`src/rtl/fetch_controller_if.sv`:
```
// Fetch bus: instruction memory read handshake plus
// instruction register / decode handshake.
interface fetch_controller_if;
  logic        mem_req;
  logic [31:0] mem_addr;
  logic        mem_ack;
  logic [31:0] mem_rdata;
  logic        ir_write;
  logic [31:0] ir_data;
  logic        instr_valid;
  logic        instr_ready;

  modport master (
    output mem_req,
    output mem_addr,
    input  mem_ack,
    input  mem_rdata,
    output ir_write,
    output ir_data,
    output instr_valid,
    input  instr_ready
  );

  modport slave (
    input  mem_req,
    input  mem_addr,
    output mem_ack,
    output mem_rdata,
    input  ir_write,
    input  ir_data,
    input  instr_valid,
    output instr_ready
  );
endinterface

```
`src/rtl/fetch_controller.sv`:
```
// Multi-cycle fetch sequencer: req/ack word reads, IR
// write strobe, valid/ready issue, redirects and timeout.
module fetch_controller #(
  parameter logic [31:0] RESET_PC = 32'h0000_0000,
  parameter int unsigned TIMEOUT  = 16
) (
  input  logic                       clk,
  input  logic                       reset,
  input  logic                       enable,
  input  logic                       redirect,
  input  logic [31:0]                redirect_pc,
  output logic [31:0]                pc,
  output logic                       fetch_fault,
  output logic [2:0]                 state,
  fetch_controller_if.master         bus
);

  localparam int CW = $clog2(TIMEOUT) + 1;
  localparam logic [CW-1:0] CNT_LAST = CW'(TIMEOUT - 1);

  typedef enum logic [2:0] {
    IDLE  = 3'd0,
    FETCH = 3'd1,
    LOAD  = 3'd2,
    ISSUE = 3'd3,
    FAULT = 3'd4
  } state_t;

  state_t        st, st_n;
  logic [31:0]   fetch_pc, fpc_n;
  logic [31:0]   addr_q, addr_n;
  logic [31:0]   pc_q, pc_n;
  logic [31:0]   ir_q, ir_n;
  logic          drop, drop_n;
  logic [CW-1:0] cnt, cnt_n;
  logic          start;

  always_ff @(posedge clk or posedge reset) begin
    if (reset) begin
      st       <= IDLE;
      fetch_pc <= RESET_PC;
      addr_q   <= RESET_PC;
      pc_q     <= RESET_PC;
      ir_q     <= '0;
      drop     <= 1'b0;
      cnt      <= '0;
    end else begin
      st       <= st_n;
      fetch_pc <= fpc_n;
      addr_q   <= addr_n;
      pc_q     <= pc_n;
      ir_q     <= ir_n;
      drop     <= drop_n;
      cnt      <= cnt_n;
    end
  end

  always_comb begin
    st_n   = st;
    fpc_n  = fetch_pc;
    addr_n = addr_q;
    pc_n   = pc_q;
    ir_n   = ir_q;
    drop_n = drop;
    cnt_n  = cnt;
    start  = 1'b0;
    unique case (st)
      IDLE: begin
        if (enable) begin
          st_n  = FETCH;
          start = 1'b1;
        end
      end
      FETCH: begin
        cnt_n = cnt + 1'b1;
        if (redirect) drop_n = 1'b1;
        if (bus.mem_ack) begin
          // A redirect landing on the ack cycle also kills the word
          if (drop || redirect) begin
            drop_n = 1'b0;
            st_n   = enable ? FETCH : IDLE;
            start  = enable;
          end else begin
            ir_n = bus.mem_rdata;
            st_n = LOAD;
          end
        end else if (cnt == CNT_LAST) begin
          st_n   = FAULT;
          drop_n = 1'b0;
        end
      end
      LOAD: begin
        pc_n  = addr_q;
        fpc_n = fetch_pc + 32'd4;
        if (redirect) begin
          st_n  = enable ? FETCH : IDLE;
          start = enable;
        end else begin
          st_n = ISSUE;
        end
      end
      ISSUE: begin
        if (redirect || bus.instr_ready) begin
          st_n  = enable ? FETCH : IDLE;
          start = enable;
        end
      end
      FAULT: begin
        if (redirect) begin
          st_n  = enable ? FETCH : IDLE;
          start = enable;
        end
      end
      default: st_n = IDLE;
    endcase
    if (redirect) fpc_n = {redirect_pc[31:2], 2'b00};
    // New request address comes from the post-update fetch PC
    if (start) begin
      addr_n = fpc_n;
      cnt_n  = '0;
    end
  end

  assign bus.mem_req     = (st == FETCH);
  assign bus.mem_addr    = addr_q;
  assign bus.ir_write    = (st == LOAD);
  assign bus.ir_data     = ir_q;
  assign bus.instr_valid = (st == ISSUE);
  assign pc              = pc_q;
  assign fetch_fault     = (st == FAULT);
  assign state           = st;

endmodule
```
`src/flat_wrapper.sv`:
```
// flat-port wrapper written by rule: the top's interface ports become plain ports
module fetch_controller_flat 
#(
  parameter logic [31:0] RESET_PC = 32'h0000_0000,
  parameter int unsigned TIMEOUT  = 16
)
  (clk, reset, enable, redirect, redirect_pc, pc, fetch_fault, state, bus_mem_req, bus_mem_addr, bus_mem_ack, bus_mem_rdata, bus_ir_write, bus_ir_data, bus_instr_valid, bus_instr_ready);
  fetch_controller_if bus_i ();
  input  logic clk;
  input  logic reset;
  input  logic enable;
  input  logic redirect;
  input  logic [31:0] redirect_pc;
  output logic [31:0] pc;
  output logic fetch_fault;
  output logic [2:0] state;
  output wire logic [$bits(bus_i.mem_req)-1:0] bus_mem_req;
  output wire logic [$bits(bus_i.mem_addr)-1:0] bus_mem_addr;
  input wire logic [$bits(bus_i.mem_ack)-1:0] bus_mem_ack;
  input wire logic [$bits(bus_i.mem_rdata)-1:0] bus_mem_rdata;
  output wire logic [$bits(bus_i.ir_write)-1:0] bus_ir_write;
  output wire logic [$bits(bus_i.ir_data)-1:0] bus_ir_data;
  output wire logic [$bits(bus_i.instr_valid)-1:0] bus_instr_valid;
  input wire logic [$bits(bus_i.instr_ready)-1:0] bus_instr_ready;
  assign bus_mem_req = bus_i.mem_req;
  assign bus_mem_addr = bus_i.mem_addr;
  assign bus_i.mem_ack = bus_mem_ack;
  assign bus_i.mem_rdata = bus_mem_rdata;
  assign bus_ir_write = bus_i.ir_write;
  assign bus_ir_data = bus_i.ir_data;
  assign bus_instr_valid = bus_i.instr_valid;
  assign bus_i.instr_ready = bus_instr_ready;
  fetch_controller #(.RESET_PC(RESET_PC), .TIMEOUT(TIMEOUT)) u_core (.clk(clk), .reset(reset), .enable(enable), .redirect(redirect), .redirect_pc(redirect_pc), .pc(pc), .fetch_fault(fetch_fault), .state(state), .bus(bus_i));
endmodule
```
`config.mk`:
```
export PLATFORM = sky130hd
export DESIGN_NAME = fetch_controller_flat
export DESIGN_NICKNAME = d
export VERILOG_FILES = /design/src/rtl/fetch_controller_if.sv /design/src/rtl/fetch_controller.sv /design/src/flat_wrapper.sv
export SDC_FILE = /design/constraint.sdc
export NUM_CORES = 1
export LEC_CHECK = 0
export ABC_AREA = 1
export BUFFER_PORTS_ARGS = -buffer_cell sky130_fd_sc_hd__buf_2
export CAP_MARGIN = 20
export CORE_AREA = 2 2 123 155
export DETAILED_ROUTE_END_ITERATION = 12
export DIE_AREA = 0 0 125 157
export REMOVE_ABC_BUFFERS = 1
export SLEW_MARGIN = 15
export SYNTH_ARGS = -nofsm -noshare
export SYNTH_HDL_FRONTEND = slang
export SYNTH_SLANG_ARGS = --single-unit
export TNS_END_PERCENT = 10
```
`constraint.sdc`:
```
create_clock -name clk -period 4.9 [get_ports clk]
set_input_delay 0.735 -clock clk [delete_from_list [all_inputs] [get_ports clk]]
set_output_delay 0.735 -clock clk [all_outputs]
set_load 0.05 [all_outputs]
```
Word level (Yosys, flattened, before mapping)
Cells that the tools add are included.
{"block": "word_totals", "ff_bits": 137, "input_bits": 70, "word_cells": 49, "output_inout_bits": 103}
{"block": "op_classes", "reduce_logical": 7, "n_eq_ne": 9, "n_mux": 23, "n_addsub": 2, "bitwise_logic": 1}
{"op": "two-way mux 32 bit", "count": 2}
{"op": "adder 32 x 3 -> 32 bit (second input constant)", "count": 1}
{"op": "two-way mux 3 bit", "count": 7}
{"op": "one-hot mux 3 bit (5 select lines)", "count": 1}
{"op": "two-way mux 1 bit", "count": 10}
{"op": "two-way mux 5 bit", "count": 2}
{"op": "equality test 3 x 2 -> 1 bit (second input constant)", "count": 2}
{"op": "adder 5 x 1 -> 5 bit (second input constant)", "count": 1}
{"op": "equality test 5 x 4 -> 1 bit (second input constant)", "count": 1}
{"op": "inequality test 2 bit (second input constant)", "count": 2}
{"op": "one-hot mux 1 bit (4 select lines)", "count": 1}
{"op": "AND reduction 4 bit", "count": 1}
{"op": "equality test 3 x 1 -> 1 bit (second input constant)", "count": 1}
{"op": "equality test 3 bit (second input constant)", "count": 1}
{"op": "logical NOT 3 bit", "count": 1}
{"op": "inequality test 3 x 1 -> 1 bit (second input constant)", "count": 1}
{"op": "AND reduction 3 bit", "count": 1}
{"op": "logical OR 1 bit", "count": 2}
{"op": "inequality test 2 x 1 -> 1 bit (second input constant)", "count": 1}
{"op": "nonzero test 2 bit", "count": 1}
{"op": "OR reduction 2 bit", "count": 1}
{"op": "inverter 1 bit", "count": 1}

Longest topological paths before layout
{"block": "depth", "ltp_word": 5, "depth_mapped": 12, "ltp_nobuf": 11}

Least setup slack after synthesis
Ideal clock, no wire load.
{"block": "synth_timing", "path_kind": "reg2out", "from": "reg u_core.st[1] (netlist: u_core.state[1])", "to": "out bus_ir_write", "slack_ns": 2.314, "required_time_ns": 4.165, "path_stages_with_launch": 5, "path_buffers": 2, "t_arrival_ns": 1.851, "path_cell_list": "dfrtp_1 > nand2_1 > nor2_4 > buf_2 > buf_1"}
{"block": "synth_via", "elab_chain_cells": 1}
{"element": "start: declaration", "line": "fetch_controller.sv:29", "source": "state_t st, st_n;"}
{"element": "start signal: assignment", "line": "fetch_controller.sv:48", "source": "st <= st_n;"}
{"element": "equality test 3 x 2 -> 1 bit", "line": "fetch_controller.sv:126", "source": "assign bus.ir_write = (st == LOAD);"}
{"element": "end: declaration", "line": "flat_wrapper.sv:21", "source": "output wire logic [$bits(bus_i.ir_write)-1:0] bus_ir_write;"}
No other way between the ends.

Final worst setup path
{"block": "layout_timing", "from": "reg u_core.st[2] (netlist: u_core.state[2])", "to": "out bus_ir_write"}
Same word-level chain as after synthesis.

==> impl_metrics.ini <==
[status]
status = finished clean

[flow_run]
maxCapViolCount = 0

[timing]
post-route-period-util = 0.5519
finClkSkew_ns = 0.009332
relSlewSlack = 0.4894
rsz0062_at_grt = false
period_minus_slack_ns = 2.704
hold_violations = 0
tightest_slew_ns = 0.7649
fin_setup_tns_ns = 0
fmax_ghz = 0.3698
report.final.slew_viol_count = 0
setup_viol = 0
worst_slack_ns = 2.196
hold_ws_ns = 0.3999

[drt]
vias = 5171
ant_nets = 0
drt-initial-drc-count = 239
routedWlPerCell_um = 13.81
wl_mm = 15.62
vias_per_cell = 4.572
first_pass_iters = 4
drc = 0

[floorplanning]
die-width_um = 125
ioPinCount = 173
rows = 55
core-area_sq_mm = 0.01803
start_util = 0.3550
chipHeight_um = 157
die_area_sq_mm = 0.01963

[synthesis]
synth_top_cells_by_area = dfrtp_1, nand2_1, mux2_4
yosys.area.top_type = dfrtp_1
syn_inst = 720
ys_types = 36
yosysWarnings = 0
synth_area_sq_mm = 0.006400
ys_async_sr_fraction = 1.000
synth-edff-count = 0
synth-seq-area-share = 0.5357
ys_ff_latch = 137
synth_ff_type = dfrtp_1
synth.avg_cell_area_sq_um = 8.889
synth_top_area_frac = 0.5357

[clock_network]
cts-root-buf = clkbuf_16
clk_latency_ns = 0.42
cts_buffers = 17
cts_setup_buffers = 0
cts.sinks = 137
clkTransAtPathRegs_ns = 0.06
clock_path_buffers = 2
hold_buffers = 0
cts_tree = yes
htreeDepth = 4
cts_resized = 0

[placed_design]
io_buffers = 170
detailed_place.area_sq_mm = 0.007443
hpwl_mm = 10.95
numPlacedInstances = 1099
pre_cts_slack_ns = 2.314
globalplace.congestion = 0.8422

[power]
peakVddDrop_uv = 413.7
powerDensity_mw_per_mm2 = 719.8
fin_total_pwr_mw = 5.771
p_leak_nw = 4.354

[cells_and_area]
fin_area_sq_mm = 0.008018
syn2layout_area_growth_pct = 25.28
fill_cells = 1862
instances_no_fill = 1131
post-route-util = 0.4447
drive_gt1_frac = 0.2905
nets = 963

[setup_path]
required_ns = 4.16
cp-end-kind = primary output
crit_arrival_ns = 1.97
critPathMaxFanout = 23
worstSetupPathType = flip-flop to primary output
start_kind = flip-flop

[grt]
gr-usage-all-layers = 0.1645
antenna_found_initial = 1
grt_max_degree = 71
grt_overflow_total = 0
grt_pass1_vias = 5131
grt_pass1_wl_mm = 25.56

[hold_path]
min_path_type = input port to asynchronous set/reset pin
==> layout by cell type (no fill, tap or decap), types with 4 or more instances in the layout <==
master | synthesis | routed
o21ai_0 | 23 | 23
nand4_1 | 9 | 9
o21bai_1 | 4 | 4
inv_1 | 62 | 61
inv_2 | 4 | 4
buf_2 | 6 | 170
xor2_1 | 9 | 9
nor2_1 | 40 | 40
a21oi_1 | 7 | 7
clkinvlp_4 | 0 | 5
dfrtp_1 | 137 | 137
a21boi_0 | 8 | 8
buf_4 | 4 | 5
clkbuf_16 | 0 | 17
o21ai_1 | 15 | 15
nand3_1 | 54 | 54
nand2_1 | 258 | 258
mux2_4 | 29 | 29
or2_2 | 11 | 11
==> report_power, final <==
group	internal [mW]	total [mW]	switching, mW	leakage (nW)
Clock	0.758	1.25	0.491	0.264
Combinational	0.696	2.73	2.03	2.39
Sequential	1.54	1.79	0.253	1.70
==> sequential cells by signal, indices dropped and copies added (netlist names) <==
name,cells
u_core.drop,1
u_core.fetch_pc,32
u_core.cnt,5
u_core.bus.mem_addr,32
u_core.bus.ir_data,32
u_core.pc,32
u_core.state,3
==> layer usage <==
layer,wire length [um],GRT usage
met1,6762,0.1994
met2,7771,0.2792
met3,913,0.04963
met4,168,0.05767
met5,0,0
==> synth_stat cells (all sizes together), types with 7 or more instances <==
master  count
nand2     260
dfrtp     137
inv        67
nand3      55
nor2       45
o21ai      39
mux2       32
buf        15
or2        11
a21boi      9
clkbuf      9
nand4       9
xor2        9
a21oi       7
==> area by class of cell <==
| class | instances | area [sq um] | area share |
|---|---|---|---|
| multi-input cells | 492 | 2582 | 0.3221 |
| well taps | 228 | 285.3 | 0.03558 |
| flip-flops and latches | 137 | 3428 | 0.4276 |
| inverters | 67 | 259.0 | 0.03230 |
| diodes | 1 | 2.502 | 0.0003121 |
| clock buffers | 20 | 446.7 | 0.05571 |
| repair buffers | 175 | 888.4 | 0.1108 |
| clock inverters | 11 | 125.1 | 0.01561 |
==> worst max-delay path, cell delays in order (launching register included) <==
cell and delay (ns):
dfrtp_1 0.40, inv_1 0.12, nand2_1 0.10, nor2_4 0.53
buf_2 0.38
==> final timing paths <==
path                                         startpoint  cells after the start  slack, ns                                  end
min in group clk           u_core.fetch_pc[0]$_DFF_PP0_                      2       0.46         u_core.fetch_pc[0]$_DFF_PP0_
hold / removal                                    reset                      2       0.40   u_core.bus.ir_data[13]$_DFFE_PP0P_
max in group asynchronous                         reset                      3       3.56         u_core.fetch_pc[7]$_DFF_PP0_
hold reg to reg            u_core.fetch_pc[0]$_DFF_PP0_                      2       0.46         u_core.fetch_pc[0]$_DFF_PP0_
setup reg to reg            u_core.state[2]$_DFFE_PP0P_                     10       2.35  u_core.bus.mem_addr[25]$_DFFE_PP0P_
setup / recovery            u_core.state[2]$_DFFE_PP0P_                      4       2.20                         bus_ir_write
==> kinds of logic (layout without fill, tap and decap cells) <==
kind of cell	Yosys count	after routing	share of synthesized area
simple gates	388	388	0.2588
flops	137	137	0.5357
buf+inv	91	273	0.06080
compound gates	60	60	0.05318
mux	32	32	0.07331
xor+xnor	9	9	0.01232
fa+ha+maj	3	3	0.005866
other cells	0	1	0
Note: power is estimated with default switching activity, not from simulation.
